File: src/rtl/saturn_bus_seq_pkg.sv
// Shared encodings for the Saturn bus sequencer: bus command codes,
// request opcodes, FSM states and the read-return tag.
package saturn_bus_seq_pkg;

  typedef enum logic [3:0] {
    CMD_PC_READ     = 4'h0,
    CMD_PC_WRITE    = 4'h1,
    CMD_DP_READ     = 4'h2,
    CMD_DP_WRITE    = 4'h3,
    CMD_LOAD_PC     = 4'h4,
    CMD_LOAD_DP     = 4'h5,
    CMD_CONFIGURE   = 4'h6,
    CMD_UNCONFIGURE = 4'h7,
    CMD_RESET       = 4'h9
  } bus_cmd_e;

  typedef enum logic [2:0] {
    OP_JUMP   = 3'd0,
    OP_DREAD  = 3'd1,
    OP_DWRITE = 3'd2,
    OP_CONFIG = 3'd3,
    OP_RESET  = 3'd4
  } req_op_e;

  typedef enum logic [2:0] {
    ST_RESTORE,
    ST_FETCH,
    ST_CMD1,
    ST_ADDR,
    ST_CMD2,
    ST_DATA
  } state_e;

  // Tags a strobe cycle so the sampled bus nibble goes to the right consumer.
  typedef enum logic [1:0] {
    RD_NONE,
    RD_FETCH,
    RD_DATA
  } rd_kind_e;

  function automatic bus_cmd_e first_cmd(input logic [2:0] op);
    case (op)
      OP_JUMP:             first_cmd = CMD_LOAD_PC;
      OP_DREAD, OP_DWRITE: first_cmd = CMD_LOAD_DP;
      OP_CONFIG:           first_cmd = CMD_CONFIGURE;
      default:             first_cmd = CMD_RESET;
    endcase
  endfunction

endpackage

File: src/rtl/saturn_bus_ptr.sv
// Bus-side address pointer with parallel load and modulo-2**AW increment;
// one instance tracks pc, another dp.
module saturn_bus_ptr #(
  parameter int AW = 20
) (
  input  logic          i_clk,
  input  logic          i_reset,
  input  logic          i_load,
  input  logic [AW-1:0] i_load_val,
  input  logic          i_inc,
  output logic [AW-1:0] o_ptr
);

  logic [AW-1:0] ptr_q, ptr_d;

  always_comb begin
    ptr_d = ptr_q;
    if (i_load)     ptr_d = i_load_val;
    else if (i_inc) ptr_d = ptr_q + AW'(1);
  end

  always_ff @(posedge i_clk or posedge i_reset) begin
    if (i_reset) ptr_q <= '0;
    else         ptr_q <= ptr_d;
  end

  assign o_ptr = ptr_q;

endmodule

File: src/rtl/saturn_bus_seq.sv
// Saturn bus sequencer: streams PC_READ fetches and runs transfer requests
// as command/address/data nibble sequences on the 4-bit bus.
//   state   | meaning
//   RESTORE | send PC_READ, then resume fetching
//   FETCH   | stream instruction nibbles, accept requests
//   CMD1    | first command (LOAD_PC / LOAD_DP / CONFIGURE / RESET)
//   ADDR    | address nibbles, LSB first
//   CMD2    | DP_READ or DP_WRITE
//   DATA    | data nibble transfers
module saturn_bus_seq
  import saturn_bus_seq_pkg::*;
#(
  parameter  int ADDR_NIBBLES = 5,
  parameter  int MAX_BURST    = 16,
  parameter  int LW           = 5,
  localparam int AW           = 4 * ADDR_NIBBLES
) (
  input  logic          i_clk,
  input  logic          i_reset,
  input  logic          i_bus_slot,
  input  logic          i_req,
  output logic          o_req_ready,
  input  logic [2:0]    i_req_op,
  input  logic [AW-1:0] i_req_addr,
  input  logic [LW-1:0] i_req_len,
  output logic          o_req_err,
  output logic          o_busy,
  output logic          o_done,
  input  logic [3:0]    i_wr_nibble,
  output logic          o_wr_pop,
  output logic [3:0]    o_rd_nibble,
  output logic          o_rd_valid,
  input  logic          i_fetch_ready,
  output logic [3:0]    o_fetch_nibble,
  output logic          o_fetch_valid,
  output logic [AW-1:0] o_pc,
  output logic [AW-1:0] o_dp,
  input  logic [3:0]    i_bus_data,
  output logic [3:0]    o_bus_data,
  output logic          o_bus_strobe,
  output logic          o_bus_cmd_data
);

  localparam int ACW = (ADDR_NIBBLES > 1) ? $clog2(ADDR_NIBBLES) : 1;
  localparam logic [ACW-1:0] LAST_ADDR = ACW'(ADDR_NIBBLES - 1);
  localparam logic [LW-1:0]  MAX_LEN   = LW'(MAX_BURST);

  state_e         state_q, state_d;
  logic [2:0]     op_q;
  logic [AW-1:0]  addr_q;
  logic [LW-1:0]  len_q;
  logic [ACW-1:0] acnt_q, acnt_d;
  logic [LW-1:0]  dcnt_q, dcnt_d;
  logic           busy_q, busy_d, done_q, done_d, err_q, err_d;
  logic           strobe_q, strobe_d, cmd_data_q, cmd_data_d;
  logic [3:0]     bdata_q, bdata_d;
  rd_kind_e       kind_q, kind_d;
  logic           fetch_valid_q, rd_valid_q;
  logic [3:0]     fetch_nib_q, rd_nib_q;
  logic           pc_load, pc_inc, dp_load, dp_inc, wr_pop;
  logic           req_legal, accept, reject, last_addr, last_data, is_write;
  logic [3:0]     addr_nib;

  always_comb begin
    case (i_req_op)
      OP_JUMP, OP_CONFIG, OP_RESET: req_legal = 1'b1;
      OP_DREAD, OP_DWRITE:          req_legal = (i_req_len != '0) && (i_req_len <= MAX_LEN);
      default:                      req_legal = 1'b0;
    endcase
  end

  assign accept    = i_req && (state_q == ST_FETCH) && req_legal;
  assign reject    = i_req && (state_q == ST_FETCH) && !req_legal;
  assign last_addr = (acnt_q == LAST_ADDR);
  assign last_data = (dcnt_q == LW'(1));
  assign is_write  = (op_q == OP_DWRITE);
  assign addr_nib  = 4'(addr_q >> {acnt_q, 2'b00});

  always_ff @(posedge i_clk or posedge i_reset) begin
    if (i_reset) state_q <= ST_RESTORE;
    else         state_q <= state_d;
  end

  always_comb begin
    state_d = state_q;
    case (state_q)
      ST_RESTORE: if (i_bus_slot) state_d = ST_FETCH;
      ST_FETCH:   if (accept) state_d = ST_CMD1;
      ST_CMD1:    if (i_bus_slot) state_d = (op_q == OP_RESET) ? ST_RESTORE : ST_ADDR;
      ST_ADDR: begin
        if (i_bus_slot && last_addr) begin
          if (op_q == OP_JUMP)        state_d = ST_FETCH;
          else if (op_q == OP_CONFIG) state_d = ST_RESTORE;
          else                        state_d = ST_CMD2;
        end
      end
      ST_CMD2:    if (i_bus_slot) state_d = ST_DATA;
      ST_DATA:    if (i_bus_slot && last_data) state_d = ST_RESTORE;
      default:    state_d = ST_RESTORE;
    endcase
  end

  always_comb begin
    strobe_d   = 1'b0;
    bdata_d    = 4'h0;
    cmd_data_d = 1'b1;
    kind_d     = RD_NONE;
    pc_load    = 1'b0;
    pc_inc     = 1'b0;
    dp_load    = 1'b0;
    dp_inc     = 1'b0;
    wr_pop     = 1'b0;
    acnt_d     = acnt_q;
    dcnt_d     = dcnt_q;
    case (state_q)
      ST_RESTORE: begin
        if (i_bus_slot) begin
          strobe_d   = 1'b1;
          bdata_d    = CMD_PC_READ;
          cmd_data_d = 1'b0;
        end
      end
      ST_FETCH: begin
        if (accept) acnt_d = '0;
        else if (i_bus_slot && i_fetch_ready) begin
          strobe_d = 1'b1;
          kind_d   = RD_FETCH;
          pc_inc   = 1'b1;
        end
      end
      ST_CMD1: begin
        if (i_bus_slot) begin
          strobe_d   = 1'b1;
          bdata_d    = first_cmd(op_q);
          cmd_data_d = 1'b0;
          acnt_d     = '0;
        end
      end
      ST_ADDR: begin
        if (i_bus_slot) begin
          strobe_d = 1'b1;
          bdata_d  = addr_nib;
          acnt_d   = acnt_q + ACW'(1);
          if (last_addr) begin
            pc_load = (op_q == OP_JUMP);
            dp_load = (op_q == OP_DREAD) || (op_q == OP_DWRITE);
          end
        end
      end
      ST_CMD2: begin
        if (i_bus_slot) begin
          strobe_d   = 1'b1;
          bdata_d    = is_write ? CMD_DP_WRITE : CMD_DP_READ;
          cmd_data_d = 1'b0;
          dcnt_d     = len_q;
        end
      end
      ST_DATA: begin
        if (i_bus_slot) begin
          strobe_d = 1'b1;
          dp_inc   = 1'b1;
          dcnt_d   = dcnt_q - LW'(1);
          if (is_write) begin
            wr_pop  = 1'b1;
            bdata_d = i_wr_nibble;
          end else begin
            kind_d  = RD_DATA;
          end
        end
      end
      default: ;
    endcase
  end

  // Entering FETCH closes out a request; the post-reset RESTORE has busy low, so no done.
  always_comb begin
    busy_d = busy_q;
    done_d = 1'b0;
    err_d  = reject;
    if (accept) busy_d = 1'b1;
    else if ((state_d == ST_FETCH) && (state_q != ST_FETCH)) begin
      busy_d = 1'b0;
      done_d = busy_q;
    end
  end

  always_ff @(posedge i_clk or posedge i_reset) begin
    if (i_reset) begin
      op_q          <= '0;
      addr_q        <= '0;
      len_q         <= '0;
      acnt_q        <= '0;
      dcnt_q        <= '0;
      busy_q        <= 1'b0;
      done_q        <= 1'b0;
      err_q         <= 1'b0;
      strobe_q      <= 1'b0;
      cmd_data_q    <= 1'b1;
      bdata_q       <= 4'h0;
      kind_q        <= RD_NONE;
      fetch_valid_q <= 1'b0;
      fetch_nib_q   <= 4'h0;
      rd_valid_q    <= 1'b0;
      rd_nib_q      <= 4'h0;
    end else begin
      if (accept) begin
        op_q   <= i_req_op;
        addr_q <= i_req_addr;
        len_q  <= i_req_len;
      end
      acnt_q        <= acnt_d;
      dcnt_q        <= dcnt_d;
      busy_q        <= busy_d;
      done_q        <= done_d;
      err_q         <= err_d;
      strobe_q      <= strobe_d;
      cmd_data_q    <= cmd_data_d;
      bdata_q       <= bdata_d;
      kind_q        <= kind_d;
      fetch_valid_q <= strobe_q && (kind_q == RD_FETCH);
      rd_valid_q    <= strobe_q && (kind_q == RD_DATA);
      if (strobe_q && (kind_q == RD_FETCH)) fetch_nib_q <= i_bus_data;
      if (strobe_q && (kind_q == RD_DATA))  rd_nib_q    <= i_bus_data;
    end
  end

  saturn_bus_ptr #(.AW(AW)) u_pc (
    .i_clk      (i_clk),
    .i_reset    (i_reset),
    .i_load     (pc_load),
    .i_load_val (addr_q),
    .i_inc      (pc_inc),
    .o_ptr      (o_pc)
  );

  saturn_bus_ptr #(.AW(AW)) u_dp (
    .i_clk      (i_clk),
    .i_reset    (i_reset),
    .i_load     (dp_load),
    .i_load_val (addr_q),
    .i_inc      (dp_inc),
    .o_ptr      (o_dp)
  );

  assign o_req_ready    = (state_q == ST_FETCH);
  assign o_req_err      = err_q;
  assign o_busy         = busy_q;
  assign o_done         = done_q;
  assign o_wr_pop       = wr_pop;
  assign o_rd_nibble    = rd_nib_q;
  assign o_rd_valid     = rd_valid_q;
  assign o_fetch_nibble = fetch_nib_q;
  assign o_fetch_valid  = fetch_valid_q;
  assign o_bus_data     = bdata_q;
  assign o_bus_strobe   = strobe_q;
  assign o_bus_cmd_data = cmd_data_q;

endmodule

File: config.mk
export PLATFORM = sky130hd
export DESIGN_NAME = saturn_bus_seq
export DESIGN_NICKNAME = d
export VERILOG_FILES = /design/src/rtl/saturn_bus_seq_pkg.sv /design/src/rtl/saturn_bus_ptr.sv /design/src/rtl/saturn_bus_seq.sv
export SDC_FILE = /design/constraint.sdc
export NUM_CORES = 1
export LEC_CHECK = 0
export ABC_CLOCK_PERIOD_IN_PS = 7170
export CORE_AREA = 4 4 106 108
export CTS_CLUSTER_DIAMETER = 200
export CTS_CLUSTER_SIZE = 30
export DETAILED_ROUTE_END_ITERATION = 10
export DIE_AREA = 0 0 110 112
export PLACE_DENSITY = 0.77
export SYNTH_ARGS = -nofsm -noshare
export SYNTH_HDL_FRONTEND = slang
export SYNTH_HIERARCHICAL = 1
export SYNTH_SLANG_ARGS = --single-unit
export TNS_END_PERCENT = 1
File: constraint.sdc
create_clock -name i_clk -period 7.17 [get_ports i_clk]
set_input_delay 0.717 -clock i_clk [delete_from_list [all_inputs] [get_ports i_clk]]
set_output_delay 0.717 -clock i_clk [all_outputs]
set_load 0.02 [all_outputs]
==> impl_results.html <==
<table>
<tr><th>Metric</th><th>Value</th></tr>
<tr><th colspan="2">CTS</th></tr>
<tr><td>Clock buffers created by TritonCTS</td><td>9</td></tr>
<tr><td>Number of gates resized after CTS</td><td>0</td></tr>
<tr><td>Clock latency on the worst-skew pair</td><td>0.37 ns</td></tr>
<tr><td>TritonCTS clock tree</td><td>done</td></tr>
<tr><td>Clk Tree Root Cell</td><td>sky130_fd_sc_hd__clkbuf_8</td></tr>
<tr><td>Quantity of hold-fixing buffers added after cts</td><td>0</td></tr>
<tr><td>Max Buffers Root-to-Sink</td><td>2</td></tr>
<tr><td>Clock Pin Slew Worst Setup and Hold Paths</td><td>0.10 ns</td></tr>
<tr><td>Number of sinks driven by the clock tree</td><td>100</td></tr>
<tr><td>Number of buffers inserted to repair setup after CTS</td><td>0</td></tr>
<tr><td>Clock H-tree levels</td><td>3</td></tr>
<tr><th colspan="2">Layout</th></tr>
<tr><td>Share of post-route cells with drive strength above 1</td><td>13.16%</td></tr>
<tr><td>Antenna Cells</td><td>0</td></tr>
<tr><td>Area added between synthesis and finish</td><td>23.56%</td></tr>
<tr><td>Post-route design area</td><td>6673 sq um</td></tr>
<tr><td>Non-filler instance count after layout</td><td>744</td></tr>
<tr><td>Nets</td><td>651</td></tr>
<tr><th colspan="2">Job</th></tr>
<tr><td>Max-cap viol count</td><td>0</td></tr>
<tr><th colspan="2">Logic synthesis</th></tr>
<tr><td>Total nets after synthesis</td><td>562</td></tr>
<tr><td>Complex-gate fraction of the synthesized area</td><td>9.615%</td></tr>
<tr><td>Flip-flop cell with the highest count after synthesis</td><td>sky130_fd_sc_hd__dfrtp_1</td></tr>
<tr><td>Cell count after synthesis</td><td>514</td></tr>
<tr><td>Number of distinct standard cells referenced by the synthesized netlist</td><td>58</td></tr>
<tr><td>Fraction of synthesized area in multiplexers</td><td>13.21%</td></tr>
<tr><td>Cell area after synthesis</td><td>5400 sq um</td></tr>
<tr><td>Warnings from Yosys</td><td>6</td></tr>
<tr><td>Mean Syn Cell Area</td><td>10.51 sq um</td></tr>
<tr><td>Synth Area in Adders</td><td>1.622%</td></tr>
<tr><td>Post-synth EDFFs</td><td>0</td></tr>
<tr><td>Xor and xnor area share after synthesis</td><td>3.568%</td></tr>
<tr><td>Sequential fraction of the synthesis area</td><td>46.36%</td></tr>
<tr><td>Share of async-settable or async-resettable flops after synthesis</td><td>100.0%</td></tr>
<tr><td>Largest family of logic cells by synthesized area</td><td>simple AND/OR/NAND/NOR gates</td></tr>
<tr><td>Synth Area in Simple Gates</td><td>21.32%</td></tr>
<tr><td>Synthesized flop and latch total</td><td>100</td></tr>
<tr><th colspan="2">Floorplan</th></tr>
<tr><td>Core area</td><td>10,230 sq um</td></tr>
<tr><td>Die height</td><td>112 microns</td></tr>
<tr><td>Die ar.</td><td>12,320 sq um</td></tr>
<tr><td>Starting Density</td><td>52.78%</td></tr>
<tr><td>Width of the die</td><td>110 microns</td></tr>
<tr><td>I/O pin count</td><td>102</td></tr>
<tr><td>Cell row count</td><td>37</td></tr>
<tr><th colspan="2">Min path</th></tr>
<tr><td>Class of the most critical hold timing path</td><td>register to register</td></tr>
<tr><th colspan="2">Global routing</th></tr>
<tr><td>Antenna violations before repair</td><td>0</td></tr>
<tr><td>Via count of the first global-routing pass</td><td>4,178</td></tr>
<tr><td>Total congestion overflow after global routing</td><td>0</td></tr>
<tr><td>First-pass GRT wire length</td><td>21,420 microns</td></tr>
<tr><td>Largest net degree at the start of global routing</td><td>49</td></tr>
<tr><td>Global routing usage summed across all routing layers</td><td>21.97%</td></tr>
<tr><th colspan="2">STA</th></tr>
<tr><td>Worst slew margin relative to its limit</td><td>44.74%</td></tr>
<tr><td>Final count of negative-setup-slack endpoints</td><td>0</td></tr>
<tr><td>Post-route setup TNS</td><td>0 ns</td></tr>
<tr><td>Final min period</td><td>3.572 ns</td></tr>
<tr><td>Skew final</td><td>0.01930 ns</td></tr>
<tr><td>RSZ-0062 raised after global routing</td><td>no</td></tr>
<tr><td>Pins Over Slew Limit</td><td>0</td></tr>
<tr><td>Portion of the clock cycle consumed by the worst path in the final layout</td><td>49.81%</td></tr>
<tr><td>Total count of hold-check failures in the final report</td><td>0</td></tr>
<tr><td>Slack of the critical path</td><td>3.599 ns</td></tr>
<tr><td>Maximum clock frequency</td><td>280.0 MHz</td></tr>
<tr><td>Actual slew at the worst max-slew pin</td><td>0.8281 ns</td></tr>
<tr><th colspan="2">Pwr</th></tr>
<tr><td>Power Dens Cells</td><td>301.7 nW/um^2</td></tr>
<tr><td>P_leak</td><td>2.847 nW</td></tr>
<tr><td>Peak VDD IR</td><td>0.1329 mV</td></tr>
<tr><th colspan="2">Routing</th></tr>
<tr><td>Number of design-rule violations left by the first detailed-router iteration</td><td>268</td></tr>
<tr><td>Detailed-route vias per instance</td><td>5.828</td></tr>
<tr><td>DRT Pass-1 Iters</td><td>5</td></tr>
<tr><td>Number of nets with antenna violations after detailed routing</td><td>0</td></tr>
<tr><td>Total routed wirelength</td><td>13,260 microns</td></tr>
<tr><td>Per-cell routed wire length</td><td>17.83 microns</td></tr>
<tr><td>Detailed-route DRC error count</td><td>0</td></tr>
<tr><td>Routed vias</td><td>4,336</td></tr>
<tr><th colspan="2">Critical path</th></tr>
<tr><td>Startpoint type of the worst setup path</td><td>primary input</td></tr>
<tr><td>Critical Path Fanout Max</td><td>16</td></tr>
<tr><td>Slowest stage cell, crit path</td><td>sky130_fd_sc_hd__clkdlybuf4s50_1</td></tr>
<tr><td>Most frequent cell on the critical path</td><td>sky130_fd_sc_hd__clkdlybuf4s50_1</td></tr>
<tr><td>CP Capture Type</td><td>output pin</td></tr>
<tr><td>Req. time, crit path</td><td>6.45 ns</td></tr>
<tr><td>Worst EP arrival</td><td>2.85 ns</td></tr>
<tr><td>Cell-by-cell listing of the critical path</td><td>clkdlybuf4s50_1 -&gt; and3_1 -&gt; and2_1 -&gt; clkdlybuf4s50_1</td></tr>
<tr><td>Worst Setup Path Type</td><td>primary input to output pin</td></tr>
<tr><td>Maximum single-stage delay on the critical path</td><td>0.80 ns</td></tr>
<tr><th colspan="2">Placed design</th></tr>
<tr><td>Setup slack after placement</td><td>3.320 ns</td></tr>
<tr><td>Total placed instance area</td><td>6470 sq um</td></tr>
<tr><td>Routability congestion estimate from global placement</td><td>0.8911</td></tr>
<tr><td>Placed Cells incl. Taps</td><td>728</td></tr>
<tr><td>IO buf count</td><td>101</td></tr>
<tr><td>Half-perimeter wire length after detailed placement</td><td>9696 microns</td></tr>
<tr><th colspan="2">Status</th></tr>
<tr><td>Result of the run</td><td>finished, final reports clean</td></tr>
</table>
==> state kept, by name (all words and copies together), names as in the netlist <==
register	count
o_bus_data	4
kind_q	2
u_pc/o_ptr	20
o_rd_nibble	4
o_done	1
dcnt_q	5
acnt_q	3
state_q	3
o_busy	1
o_bus_cmd_data	1
op_q	3
o_fetch_valid	1
u_dp/o_ptr	20
addr_q	20
o_bus_strobe	1
o_fetch_nibble	4
o_rd_valid	1
len_q	5
o_req_err	1
==> where the power goes <==
| part | switching (mW) | total (mW) | internal (mW) |
|---|---|---|---|
| clock | 0.208 | 0.375 | 0.167 |
| combinational | 0.302 | 0.693 | 0.391 |
| sequential | 0.228 | 0.945 | 0.718 |
==> cell usage after synthesis, types with 5 or more instances <==
master,n,area [sq um]
sky130_fd_sc_hd__o22ai_1,5,31.28
sky130_fd_sc_hd__clkbuf_1,13,48.80
sky130_fd_sc_hd__buf_6,5,56.30
sky130_fd_sc_hd__and3_1,7,43.79
sky130_fd_sc_hd__o21ai_0,38,190.2
sky130_fd_sc_hd__nor2_1,17,63.81
sky130_fd_sc_hd__ha_1,7,87.58
sky130_fd_sc_hd__mux2_2,10,112.6
sky130_fd_sc_hd__nand3_1,28,140.1
sky130_fd_sc_hd__a21oi_1,10,50.05
sky130_fd_sc_hd__mux2_4,26,390.4
sky130_fd_sc_hd__a22oi_1,8,60.06
sky130_fd_sc_hd__nor4_1,8,50.05
sky130_fd_sc_hd__nand2_1,57,214.0
sky130_fd_sc_hd__dfrtp_1,99,2477
sky130_fd_sc_hd__and2_1,5,31.28
sky130_fd_sc_hd__nand2b_1,5,31.28
sky130_fd_sc_hd__mux2i_1,12,120.1
sky130_fd_sc_hd__a31oi_1,6,37.54
sky130_fd_sc_hd__nand4_1,7,43.79
sky130_fd_sc_hd__xnor2_1,11,96.34
sky130_fd_sc_hd__xor2_1,11,96.34
sky130_fd_sc_hd__nor2b_1,21,131.4
sky130_fd_sc_hd__nor3_1,12,60.06
sky130_fd_sc_hd__or4_1,5,37.54
sky130_fd_sc_hd__inv_1,19,71.32
==> metrics by stage <==
stage                     hold WS [ns]  total power [mW]  utilization [%]
final                           0.5106             2.013            65.22
after global routing            0.5270             2.125            65.22
after CTS                       0.5151             2.022            65.22
after floorplan                 0.4764             1.367                -
after global placement          0.4871             1.623            63.24
after detailed placement        0.4913             1.641            63.24
==> cell families after synthesis <==
group	count (synthesis)
mux	52
simple gates	203
compound gates	83
flops	100
fa+ha+maj	7
xor+xnor	22
buf+inv	47
==> final cells by class <==
| class | count | area, sq um |
|---|---|---|
| fill | 809 | 3558 |
| clock buffer | 9 | 123.9 |
| inverter | 20 | 75.07 |
| multi-input combinational | 367 | 2680 |
| sequential | 100 | 2504 |
| timing repair buffer | 105 | 1041 |
| clock inverter | 7 | 78.83 |
| tap | 136 | 170.2 |
==> metal layers <==
metal,up-vias,GRT usage (%),part of all wire [%]
met4,0,5.486,1.2
met1,2129,33.17,46
met3,15,3.130,5.4
met5,-,0,0
met2,164,33.29,48
li1,2028,-,-
==> final timing paths <==
check / startpoint / endpoint / slack, ns / cells after the start
max reg2reg: state_q[0] / u_pc/o_ptr[15] / 4.02 / 8
min: o_fetch_nibble[1] / o_fetch_nibble[1] / 0.51 / 1
max: i_bus_slot / o_wr_pop / 3.60 / 4
max in group asynchronous: i_reset / o_bus_cmd_data / 5.41 / 3
min reg2reg: o_fetch_nibble[1] / o_fetch_nibble[1] / 0.51 / 1
min in group asynchronous: i_reset / addr_q[8] / 0.87 / 2
==> worst max-delay path, delay by kind of cell <==
kind / cells / cell delay, ns
buffers and inverters: 2 / 1.43
AND/OR/NAND/NOR: 2 / 0.69
==> layout by cell type (no fill, tap or decap), types with 3 or more instances in the layout <==
master                            Yosys  layout
sky130_fd_sc_hd__clkdlybuf4s50_1      0     101
sky130_fd_sc_hd__dfrtp_1             99      99
sky130_fd_sc_hd__nand2_1             57      57
sky130_fd_sc_hd__o21ai_0             38      38
sky130_fd_sc_hd__nand3_1             28      28
sky130_fd_sc_hd__mux2_4              26      26
sky130_fd_sc_hd__nor2b_1             21      21
sky130_fd_sc_hd__inv_1               19      18
sky130_fd_sc_hd__nor2_1              17      17
sky130_fd_sc_hd__mux2i_1             12      12
sky130_fd_sc_hd__nor3_1              12      12
sky130_fd_sc_hd__xnor2_1             11      11
sky130_fd_sc_hd__xor2_1              11      11
sky130_fd_sc_hd__mux2_2              10      10
sky130_fd_sc_hd__a21oi_1             10      10
sky130_fd_sc_hd__clkbuf_8             0       9
sky130_fd_sc_hd__a22oi_1              8       8
sky130_fd_sc_hd__nor4_1               8       7
sky130_fd_sc_hd__and3_1               7       7
sky130_fd_sc_hd__nand4_1              7       7
sky130_fd_sc_hd__ha_1                 7       7
sky130_fd_sc_hd__a31oi_1              6       6
sky130_fd_sc_hd__and2_1               5       5
sky130_fd_sc_hd__nand2b_1             5       5
sky130_fd_sc_hd__o22ai_1              5       5
sky130_fd_sc_hd__or4_1                5       5
sky130_fd_sc_hd__inv_6                0       5
sky130_fd_sc_hd__nand3b_1             4       4
sky130_fd_sc_hd__mux4_2               4       4
sky130_fd_sc_hd__buf_4                4       4
sky130_fd_sc_hd__and4_1               4       4
sky130_fd_sc_hd__a221o_1              4       4
sky130_fd_sc_hd__nor4b_1              3       3
sky130_fd_sc_hd__o31a_1               3       3
Note: power is estimated with default switching activity, not from simulation.
